==> src/rtl/dmem_pkg.sv <==
// -----------------------------------------------------------------------------
// dmem_pkg
//
// Shared types and helpers for the data-memory access controller.
//   dmem_size_e   : access size encoding as it arrives on req_size
//   dmem_state_e  : controller sequencing states
//   is_misaligned : alignment rule for halfword/word accesses
//   is_bad_request: illegal size or misaligned, i.e. answered without memory
// -----------------------------------------------------------------------------
package dmem_pkg;

   typedef enum logic [1:0] {
      SZ_BYTE    = 2'b00,
      SZ_HALF    = 2'b01,
      SZ_WORD    = 2'b10,
      SZ_ILLEGAL = 2'b11
   } dmem_size_e;

   typedef enum logic [2:0] {
      ST_IDLE   = 3'd0,
      ST_RD     = 3'd1,
      ST_WR     = 3'd2,
      ST_RMW_RD = 3'd3,
      ST_RMW_WR = 3'd4,
      ST_RESP   = 3'd5
   } dmem_state_e;

   // Bytes can land anywhere; halfwords need an even address, words a
   // multiple of four. The illegal size is rejected separately.
   function automatic logic is_misaligned(input dmem_size_e size,
                                          input logic [1:0] offset);
      logic mis;
      mis = 1'b0;
      case (size)
         SZ_HALF: mis = offset[0];
         SZ_WORD: mis = (offset != 2'b00);
         default: mis = 1'b0;
      endcase
      return mis;
   endfunction

   function automatic logic is_bad_request(input dmem_size_e size,
                                           input logic [1:0] offset);
      return (size == SZ_ILLEGAL) || is_misaligned(size, offset);
   endfunction

endpackage

==> src/rtl/dmem_lane_unit.sv <==
// -----------------------------------------------------------------------------
// dmem_lane_unit
//
// Purely combinational little-endian lane logic for the access controller.
//   mem_word    in  32  word currently returned by the memory
//   store_data  in  32  right-justified store data
//   size        in  2   access size (dmem_size_e)
//   offset      in  2   byte offset within the word
//   zero_ext    in  1   zero-extend sub-word loads instead of sign-extending
//   merged_word out 32  mem_word with the addressed lane(s) replaced
//   load_data   out 32  addressed lane(s) of mem_word, extended to 32 bits
// -----------------------------------------------------------------------------
module dmem_lane_unit
   import dmem_pkg::*;
(
   input  logic [31:0] mem_word,
   input  logic [31:0] store_data,
   input  dmem_size_e  size,
   input  logic [1:0]  offset,
   input  logic        zero_ext,
   output logic [31:0] merged_word,
   output logic [31:0] load_data
);

   logic [7:0]  byte_lane;
   logic [15:0] half_lane;

   // Store merge: byte lane = offset, halfword lanes chosen by offset[1].
   always_comb begin
      merged_word = mem_word;
      case (size)
         SZ_BYTE: merged_word[{offset, 3'b000} +: 8]     = store_data[7:0];
         SZ_HALF: merged_word[{offset[1], 4'b0000} +: 16] = store_data[15:0];
         SZ_WORD: merged_word = store_data;
         default: merged_word = mem_word;
      endcase
   end

   // Load extract and extend; the extension bit is masked off for lbu/lhu.
   always_comb begin
      byte_lane = mem_word[{offset, 3'b000} +: 8];
      half_lane = mem_word[{offset[1], 4'b0000} +: 16];
      load_data = mem_word;
      case (size)
         SZ_BYTE: load_data = {{24{byte_lane[7] & ~zero_ext}}, byte_lane};
         SZ_HALF: load_data = {{16{half_lane[15] & ~zero_ext}}, half_lane};
         default: load_data = mem_word;
      endcase
   end

endmodule

==> src/rtl/dmem_access_ctrl.sv <==
// -----------------------------------------------------------------------------
// dmem_access_ctrl
//
// Sequences MEM-stage loads and stores onto a single-port, word-wide data
// memory. Sub-word stores are read-modify-write; loads are sign- or
// zero-extended. Misaligned and illegal requests are answered with an error
// and never touch the memory.
//
// Ports
//   clk, reset     clock, synchronous active-high reset
//   req_valid/req_ready                   request handshake
//   req_write, req_size, req_unsigned     request type
//   req_addr, req_wdata                   byte address, right-justified data
//   rsp_valid/rsp_ready                   response handshake
//   rsp_rdata, rsp_err                    extended load data, error flag
//   mem_we, mem_addr, mem_wdata           memory command (word aligned)
//   mem_rdata, mem_err                    memory read data (one cycle late)
//   busy                                  controller not idle
// -----------------------------------------------------------------------------
module dmem_access_ctrl
   import dmem_pkg::*;
#(
   parameter int ADDR_W = 32,
   parameter int DATA_W = 32
)(
   input  logic              clk,
   input  logic              reset,
   input  logic              req_valid,
   output logic              req_ready,
   input  logic              req_write,
   input  logic [1:0]        req_size,
   input  logic              req_unsigned,
   input  logic [ADDR_W-1:0] req_addr,
   input  logic [DATA_W-1:0] req_wdata,
   output logic              rsp_valid,
   input  logic              rsp_ready,
   output logic [DATA_W-1:0] rsp_rdata,
   output logic              rsp_err,
   output logic              mem_we,
   output logic [ADDR_W-1:0] mem_addr,
   output logic [DATA_W-1:0] mem_wdata,
   input  logic [DATA_W-1:0] mem_rdata,
   input  logic              mem_err,
   output logic              busy
);

   // The lane logic is written for a 32-bit word only.
   if (DATA_W != 32) begin : g_data_w_check
      $error("dmem_access_ctrl: DATA_W must be 32");
   end

   dmem_state_e       state_q;
   dmem_state_e       state_d;

   dmem_size_e        size_q;
   logic              zero_ext_q;
   logic [1:0]        offset_q;
   logic [DATA_W-1:0] wdata_q;
   logic [ADDR_W-1:0] mem_addr_q;
   logic [DATA_W-1:0] rsp_rdata_q;
   logic              rsp_err_q;
   logic              load_pending_q;

   dmem_size_e        req_size_e;
   logic              req_bad;
   logic              accept;
   logic              in_access;
   logic [31:0]       merged_word;
   logic [31:0]       load_data;

   assign req_size_e = dmem_size_e'(req_size);
   assign req_bad    = is_bad_request(req_size_e, req_addr[1:0]);
   assign accept     = req_valid && (state_q == ST_IDLE);
   assign in_access  = (state_q == ST_RD)     || (state_q == ST_WR) ||
                       (state_q == ST_RMW_RD) || (state_q == ST_RMW_WR);

   dmem_lane_unit u_lane (
      .mem_word    (mem_rdata),
      .store_data  (wdata_q),
      .size        (size_q),
      .offset      (offset_q),
      .zero_ext    (zero_ext_q),
      .merged_word (merged_word),
      .load_data   (load_data)
   );

   // State register.
   always_ff @(posedge clk) begin
      if (reset) begin
         state_q <= ST_IDLE;
      end else begin
         state_q <= state_d;
      end
   end

   // Next-state logic. Rejected requests skip memory and respond next cycle.
   always_comb begin
      state_d = state_q;
      case (state_q)
         ST_IDLE: begin
            if (req_valid) begin
               if (req_bad) begin
                  state_d = ST_RESP;
               end else if (!req_write) begin
                  state_d = ST_RD;
               end else if (req_size_e == SZ_WORD) begin
                  state_d = ST_WR;
               end else begin
                  state_d = ST_RMW_RD;
               end
            end
         end
         ST_RD:     state_d = ST_RESP;
         ST_WR:     state_d = ST_RESP;
         ST_RMW_RD: state_d = ST_RMW_WR;
         ST_RMW_WR: state_d = ST_RESP;
         ST_RESP: begin
            if (rsp_ready) begin
               state_d = ST_IDLE;
            end
         end
         default:   state_d = ST_IDLE;
      endcase
   end

   // Request capture and response registers.
   // Memory read data only arrives in the first RESP cycle, so that cycle
   // forwards the extracted value directly (load_pending_q) and the register
   // captures it for any following stall cycles.
   always_ff @(posedge clk) begin
      if (reset) begin
         size_q         <= SZ_BYTE;
         zero_ext_q     <= 1'b0;
         offset_q       <= 2'b00;
         wdata_q        <= '0;
         mem_addr_q     <= '0;
         rsp_rdata_q    <= '0;
         rsp_err_q      <= 1'b0;
         load_pending_q <= 1'b0;
      end else begin
         load_pending_q <= (state_q == ST_RD);

         if (accept) begin
            size_q      <= req_size_e;
            zero_ext_q  <= req_unsigned;
            offset_q    <= req_addr[1:0];
            wdata_q     <= req_wdata;
            rsp_rdata_q <= '0;
            rsp_err_q   <= req_bad;
            // Rejected requests leave the memory bus untouched.
            if (!req_bad) begin
               mem_addr_q <= {req_addr[ADDR_W-1:2], 2'b00};
            end
         end

         if (in_access && mem_err) begin
            rsp_err_q <= 1'b1;
         end

         if (load_pending_q && !rsp_err_q) begin
            rsp_rdata_q <= load_data;
         end
      end
   end

   // Output decode. The write strobe is killed while reset is high so an
   // access in flight cannot leave a partial write behind.
   always_comb begin
      req_ready = 1'b0;
      rsp_valid = 1'b0;
      busy      = 1'b1;
      mem_we    = 1'b0;
      mem_wdata = '0;
      case (state_q)
         ST_IDLE: begin
            req_ready = 1'b1;
            busy      = 1'b0;
         end
         ST_WR: begin
            mem_we    = 1'b1;
            mem_wdata = wdata_q;
         end
         ST_RMW_WR: begin
            mem_we    = 1'b1;
            mem_wdata = merged_word;
         end
         ST_RESP: begin
            rsp_valid = 1'b1;
         end
         default: begin
            mem_we = 1'b0;
         end
      endcase
      if (reset) begin
         mem_we = 1'b0;
      end
   end

   assign mem_addr  = mem_addr_q;
   assign rsp_err   = rsp_err_q;
   assign rsp_rdata = (load_pending_q && !rsp_err_q) ? load_data : rsp_rdata_q;

endmodule

==> config.mk <==
export PLATFORM = sky130hd
export DESIGN_NAME = dmem_access_ctrl
export DESIGN_NICKNAME = d
export VERILOG_FILES = /design/src/rtl/dmem_pkg.sv /design/src/rtl/dmem_lane_unit.sv /design/src/rtl/dmem_access_ctrl.sv
export SDC_FILE = /design/constraint.sdc
export NUM_CORES = 1
export LEC_CHECK = 0
export ABC_AREA = 1
export CAP_MARGIN = 30
export CORE_MARGIN = 2
export CORE_UTILIZATION = 30
export CTS_CLUSTER_SIZE = 16
export DETAILED_ROUTE_END_ITERATION = 10
export DONT_BUFFER_PORTS = 1
export SLEW_MARGIN = 15
export SYNTH_ARGS = -nofsm -noshare
export SYNTH_HDL_FRONTEND = slang
export SYNTH_HIERARCHICAL = 1
export SYNTH_SLANG_ARGS = --single-unit
==> constraint.sdc <==
create_clock -name clk -period 2.6 [get_ports clk]
set_input_delay 0.52 -clock clk [delete_from_list [all_inputs] [get_ports clk]]
set_output_delay 0.52 -clock clk [all_outputs]
set_load 0.02 [all_outputs]
==> key figures, run 1 <==
Placed design
  • Routability cong.: 0.9282
  • I/O Buffers: 0
  • Final HPWL DP: 18770 um

Clock network
  • CTS tree: done
  • H-tree depth: 3
  • CTS root buf: clkbuf_16
  • Clk slew on worst S/H paths: 0.09 ns
  • Clk buf depth: 2
  • Later-pin clock latency in the skew report: 0.37 ns
  • CTS Sinks: 104
  • Clock buffer count from CTS: 9

GRT
  • GRT Util Overall: 20.12%
  • Initial antenna violation count: 1
  • Grt total ovfl: 0
  • Largest net degree at the start of global routing: 73
  • Vias in the first global route: 6713
  • First-pass GRT wire length: 38370 um

Worst setup path
  • Worst setup startpoint: offset_q[1]$_SDFFE_PP0P_
  • Critical path class: reg -> out
  • Worst Path Arrival: 2.04 ns
  • CP max stage cell: dfxtp_4
  • Delay-heaviest family, CP: simple AND/OR/NAND/NOR gates
  • CP bufs+invs: 2
  • Worst r2r path cells: 8
  • R2R setup slack: 0.37 ns
  • Reg-to-Reg End: mem_addr[5]$_SDFFE_PP0P_
  • Maximum net fanout on the critical path: 29
  • Max incr delay on CP: 0.38 ns
  • CP endpoint kind: primary output
  • CP Cell Sequence: buf_4 -> bufbuf_16 -> o21a_1 -> or2_2 -> nand3_2 -> nand2_1 -> nand2_2
  • Critical R2R Launch: state_q[0]$_SDFFE_PP0P_
  • CP Launch Type: flip-flop
  • Required time worst endpoint: 2.08 ns

Synthesis
  • Register area share after synthesis: 30.19%
  • Largest family of logic cells by synthesized area: simple AND/OR/NAND/NOR gates
  • Count leader, synth: nand2_1
  • Post-synthesis cell count: 1150
  • Post-Syn Area: 6895 um2
  • EDFF count, synth: 0
  • Top cells by count, synth: nand2_1, nand3_1, a21oi_1, dfxtp_1, o21ai_0
  • Synthesized flop and latch total: 104
  • Most used DFF post-synth: dfxtp_1
  • Complex-gate fraction of the synthesized area: 17.56%
  • Synth top area share: 30.19%
  • Ys async rst share: 0%
  • XOR/XNOR Fraction of Synth Area: 0%
  • Post-synth cell types: 34
  • Synth area leader: dfxtp_1
  • Post-Synth Adder-Cell Area: 1.452%
  • Multiplexer share of the synthesized area: 0%
  • Yosys warning count: 6
  • Post-Synth Simple-Gate Area: 39.77%
  • Synth top area cells: dfxtp_1, nand2_1, nand3_1, a21oi_1, o21ai_0
  • Syn_area_per_cell: 5.996 um2

Power
  • Pleak: 3.502 nW
  • Peak VDD IR: 0.3343 mV
  • Power Density: 928.2 nW/um2

Drt
  • Detail Route Antenna Nets: 0
  • Wire per inst: 17.90 um
  • DR vias/cell: 5.272
  • Routed via count: 7602
  • DRC violations left: 0
  • Iter 0 DRT Violations: 645
  • Routed wire length: 25810 um
  • DRT Pass-1 Iters: 5

Cells and area
  • Nets: 1265
  • Layout cells sized above 1: 15.90%
  • Layout overhead on the synthesized area: 16.71%
  • Antenna Cells: 0
  • Fillers: 2444

Floorplan
  • Die Y: 155.6 um
  • I/O pin cnt: 206
  • Total core area: 22570 um2
  • Initial core utilization: 30.55%
  • Standard-cell row count: 55
  • Die area: 24210 um2
  • Die W: 155.6 um

Timing
  • Period minus WS final: 2.557 ns
  • Setup violators final: 0
  • Final count of hold timing violations: 0
  • Measured slew at the worst slew-check pin: 0.5837 ns
  • Fin Setup TNS: 0 ns
  • Fmax: 391.1 MHz
  • Max Clock Skew: 0.01256 ns
  • RSZ-0062 raised after global routing: true
  • Period utilization: 98.34%
  • Final Hold Slack: 0.2061 ns
  • Slew Viols, Final: 0
  • Slew margin rel.: 61.08%

Status
  • Status: finished, final reports clean

Min path
  • Hold Crit Class: in -> reg
  • Worst Hold Launch: reset
  • Hold Path End: mem_addr[30]$_SDFFE_PP0P_
  • Hold depth: 1

Flow run
  • Max-cap violations: 0
==> worst max-delay path by stage <==
stage	end	slack, ns	depth (start not counted)
floorplan	mem_wdata[16]	0.17	11
global placement	mem_wdata[8]	0.21	9
detailed placement	mem_wdata[22]	0.23	10
CTS	mem_wdata[1]	-0.009	10
global route	mem_wdata[3]	-0.04	11
finish	rsp_rdata[10]	0.04	7
==> logic make-up after synthesis <==
group,count (synthesis)
AOI/OAI and AO/OA,234
adders and majority gates,8
buffers and inverters,162
DFF,104
other,1
and+or+nand+nor,641
==> final cells by class <==
type / instances / area, um2 / area share (%)
Clock buffer: 9 / 225.2 / 2.799
Clock inverter: 7 / 88.84 / 1.104
Inverter: 83 / 339.1 / 4.213
Multi-Input combinational cell: 885 / 4338 / 53.90
Sequential cell: 104 / 2092 / 26.00
Tap cell: 285 / 356.6 / 4.431
Timing Repair Buffer: 69 / 608.1 / 7.556
==> worst reg2reg max path, stage by stage (launching register included) <==
cell and delay (ns):
dfxtp_1 0.37, nor2_4 0.13, nand2_2 0.16, inv_4 0.17, nand2_4 0.22, inv_6 0.47, nand2_4 0.38, nand2_1 0.16
a21oi_1 0.07
==> power by group <==
group | internal [W] | total [W] | switching (W)
logic | 0.00121 | 0.00381 | 0.00260
clock network | 0.000702 | 0.00146 | 0.000755
registers | 0.00187 | 0.00220 | 0.000330
==> flip-flops by register name, indices dropped and copies added, names as in the netlist <==
name / cells
load_pending_q: 1
mem_addr: 30
offset_q: 2
rsp_err: 1
rsp_rdata_q: 32
size_q: 2
state_q: 3
wdata_q: 32
zero_ext_q: 1
==> cells in the final DEF (no fill, tap or decap), types with 3 or more instances in the layout <==
| master | instances |
|---|---|
| a21oi_1 | 124 |
| nand2_1 | 406 |
| nor2_2 | 7 |
| o21ai_1 | 20 |
| buf_4 | 59 |
| buf_6 | 6 |
| nand3_1 | 126 |
| o211ai_1 | 4 |
| nand4_1 | 17 |
| o22ai_2 | 5 |
| o21ai_2 | 12 |
| dfxtp_1 | 100 |
| a22oi_1 | 4 |
| clkbuf_16 | 10 |
| or2_2 | 3 |
| nor2_4 | 3 |
| nand2_2 | 26 |
| inv_1 | 69 |
| nor2_1 | 31 |
| ha_4 | 3 |
| o21ai_0 | 61 |
| nand3_2 | 10 |
| inv_6 | 5 |
| inv_2 | 6 |
| ha_1 | 3 |
| nand2_4 | 5 |
==> routing by layer <==
metal	wire length (um)	part of all wire [%]	up-vias	GRT usage [%]
met4	521	2.0	0	6.815
li1	-	-	3757	-
met2	11370	44	344	30.24
met5	0	0	-	0
met3	2391	9.3	42	4.750
met1	11520	45	3459	28.24
==> through the flow <==
stage | util [%] | power [W] | cell area [um2] | cells | setup WS [ns]
after floorplan | - | 0.004805 | 6899 | 1151 | 0.1716
after global placement | 32.42 | 0.005646 | 7317 | 1419 | 0.2145
after detailed placement | 32.42 | 0.005674 | 7317 | 1419 | 0.2268
after CTS | 34.20 | 0.007255 | 7720 | 1436 | -0.008773
after global routing | 35.65 | 0.007985 | 8048 | 1442 | -0.04105
final | 35.65 | 0.007470 | 8048 | 1442 | 0.04328
==> what timing repair did <==
item | 4_1_cts | 5_1_grt
hold buffers | 0 | 0
gates cloned | 1 | 1
pin swaps | 0 | 6
setup endpoints to repair | 29 | 59
resized for setup | 24 | 92
buffers inserted | 0 | 5
No activity file was read; power rests on OpenSTA's default activity.
==> run 2: changes to the inputs <==
CORE_MARGIN = default   (was 2)
CORE_UTILIZATION = 61   (was 30)
PLACE_DENSITY = 0.77   (was default)
==> key figures, run 2 (synthesis results as in run 1) <==
Status
  • Status: finished, final reports clean

Drt
  • Iter 0 DRT Violations: 969 (+50%)
  • Routed wire length: 21850 um (-15%)
  • Wire per inst: 16.92 um (-5.4%)
  • DRT Pass-1 Iters: 5 (unchanged)
  • Detail Route Antenna Nets: 0 (unchanged)
  • Routed via count: 7687 (+1.1%)
  • DR vias/cell: 5.954 (+13%)
  • DRC violations left: 0 (unchanged)

Placed design
  • Routability cong.: 0.9621 (+3.7%)
  • Final HPWL DP: 14920 um (-20%)
  • I/O Buffers: 0 (unchanged)
  • Placed Cells: 1271 (-10%)
  • Pre-CTS setup slack: 0.2877 ns (+0.06094 ns)

Worst setup path
  • Reg-to-Reg End: mem_addr[15]$_SDFFE_PP0P_
  • Worst r2r path cells: 8 (unchanged)
  • CP Launch Type: flip-flop
  • CP endpoint kind: primary output
  • Worst Path Arrival: 2.05 ns (about the same)
  • R2R setup slack: 0.65 ns (+0.28 ns)
  • Maximum net fanout on the critical path: 8 (-72%)
  • Critical path class: reg -> out
  • CP max stage cell: dfxtp_4
  • Critical R2R Launch: state_q[0]$_SDFFE_PP0P_
  • CP bufs+invs: 3 (+1)
  • Critical path depth in cells: 11 (+4)
  • CP Cell Sequence: inv_8 -> ha_4 -> nand2_1 -> inv_2 -> nand3_1 -> nand2_1 -> nand2_1 -> nand3_1 -> nand3_1 -> o21ai_0 -> buf_4
  • Required time worst endpoint: 2.08 ns (about the same)
  • Delay-heaviest family, CP: simple AND/OR/NAND/NOR gates
  • Max incr delay on CP: 0.40 ns (+0.02 ns)

Power
  • Clock Power Share: 19.2% (-0.3 points)
  • Register share of total power: 30.2% (+0.7 points)
  • Peak VDD IR: 0.7027 mV (+110%)
  • Sw power: 0.003505 W (-5.0%)
  • Sw Share: 47.83% (-1.5 points)
  • Pleak: 3.458 nW (-1.3%)
  • Comb pwr share: 50.6% (-0.4 points)
  • Internal power: 0.003822 W (+1.1%)
  • Power Density: 940.2 nW/um2 (+1.3%)

Timing
  • Fmax: 389.4 MHz (-0.43%)
  • Slew margin rel.: 59.89% (-1.2 points)
  • Period minus WS final: 2.568 ns (+0.01110 ns)
  • Final setup margin: 0.03219 ns (-0.01110 ns)
  • Max Clock Skew: 0.008523 ns (-0.004032 ns)
  • Slew Viols, Final: 0 (unchanged)
  • Measured slew at the worst slew-check pin: 0.6016 ns (+0.01785 ns)
  • RSZ-0062 raised after global routing: true
  • Period utilization: 98.76% (+0.43 points)
  • Final count of hold timing violations: 0 (unchanged)
  • Setup violators final: 0 (unchanged)

Floorplan
  • Total core area: 10940 um2 (-52%)
  • I/O pin cnt: 206 (unchanged)
  • Die area: 11730 um2 (-52%)
  • Initial core utilization: 63.05% (+33 points)
  • Standard-cell row count: 38 (-31%)
  • Die Y: 108.3 um (-30%)
  • Die W: 108.3 um (-30%)

Cells and area
  • Most frequent cells in the layout: nand2_1, nand3_1, a21oi_1, dfxtp_1, inv_1
  • Util after Layout: 71.27% (+36 points)
  • Nets: 1260 (-0.40%)
  • Layout cells sized above 1: 14.34% (-1.6 points)
  • Most common cell after layout, fill and taps aside: nand2_1
  • Layout overhead on the synthesized area: 13.03%
  • Final non-filler cell total: 1291 (-10%)
  • Antenna Cells: 0 (unchanged)

GRT
  • Vias in the first global route: 6395 (-4.7%)
  • Grt total ovfl: 0 (unchanged)
  • Initial antenna violation count: 0 (-1)
  • Largest net degree at the start of global routing: 73 (unchanged)
  • First-pass GRT wire length: 32710 um (-15%)
  • GRT Util Overall: 35.66% (+16 points)

Clock network
  • CTS root buf: clkbuf_16
  • CTS tree: done
  • H-tree depth: 3 (unchanged)
  • Clock buffer count from CTS: 9 (unchanged)
  • Clk buf depth: 2 (unchanged)
  • CTS Sinks: 104 (unchanged)
  • Clk slew on worst S/H paths: 0.07 ns (-0.02 ns)
  • Later-pin clock latency in the skew report: 0.36 ns (about the same)
  • Post-CTS Hold Fix Bufs: 0 (unchanged)

Flow run
  • Max-cap violations: 0 (unchanged)

Min path
  • Hold Path End: mem_addr[16]$_SDFFE_PP0P_
  • Worst Hold Launch: reset
  • Hold depth: 1 (unchanged)
  • Hold Crit Class: in -> reg
==> run 2: cell types whose count changed in the layout (fill, tap and decap cells not counted), sizes merged <==
cell      delta
inv          -5
bufinv       +1
buf          -5
clkinv       +2
clkinvlp     +1
==> run 2: worst max path at each step <==
| stage | from | endpoint | slack [ns] |
|---|---|---|---|
| after global routing | offset_q[1]$_SDFFE_PP0P_ | mem_wdata[10] | -0.05 |
| after global placement | offset_q[1]$_SDFFE_PP0P_ | mem_wdata[14] | 0.25 |
| after CTS | size_q[1]$_SDFFE_PP0P_ | mem_wdata[15] | -0.01 |
| after floorplan | offset_q[1]$_SDFFE_PP0P_ | mem_wdata[16] | 0.17 |
| final | offset_q[1]$_SDFFE_PP0P_ | mem_wdata[17] | 0.03 |
| after detailed placement | size_q[0]$_SDFFE_PP0P_ | rsp_rdata[22] | 0.29 |
==> run 2: layer usage <==
layer | up-vias | share of wire [%] | GRT usage, %
met3 | 71 | 12 | 8.137
met1 | 3401 | 43 | 50.80
met5 | - | 0 | 0
li1 | 3741 | - | -
met4 | 0 | 3.9 | 15.64
met2 | 474 | 42 | 50.96
==> run 2: final cells by class <==
class | count | area [um2]
Tap cell | 140 | 175.2
Sequential cell | 104 | 2095
Clock buffer | 9 | 225.2
Clock inverter | 6 | 80.08
Timing Repair Buffer | 64 | 571.8
Fill cell | 1013 | 3142
Multi-Input combinational cell | 885 | 4308
Inverter | 83 | 339.1
==> run 2: per-stage QoR <==
step	total power, W	hold WS [ns]	instance area [um2]	TNS, ns
4_1_cts	0.007012	0.2139	7513	-0.01253
3_3_place_gp	0.005502	0.4513	7126	0
6_report	0.007327	0.2202	7794	0
3_5_place_dp	0.005529	0.4539	7126	0
2_1_floorplan	0.004805	0.4390	6899	0
5_1_grt	0.007797	0.2091	7794	-0.4972
==> run 2: power by group through the flow <==
stage | Sequential, W | Clock [W] | Combinational, W
after floorplan | 0.00212 | 0 | 0.00268
after global placement | 0.00221 | 0 | 0.00329
after detailed placement | 0.00222 | 0 | 0.00331
after CTS | 0.00219 | 0.00141 | 0.00341
after global routing | 0.00224 | 0.00149 | 0.00407
final | 0.00221 | 0.00140 | 0.00371
==> run 2: timing repair <==
action,CTS,global route
resized for setup,16,83
setup endpoints to repair,41,59
gates cloned,1,1
endpoints found under the hold margin,0,0
pin swaps,1,3
buffers inserted,0,3
==> run 2: worst register-to-register path: stages, from the launching register on <==
cell and delay (ns):
dfxtp_1 0.36, nor2_4 0.13, nand2_2 0.16, inv_4 0.17, nand2_4 0.08, inv_6 0.39, nand2_4 0.33, nand2_1 0.15
a21oi_1 0.07
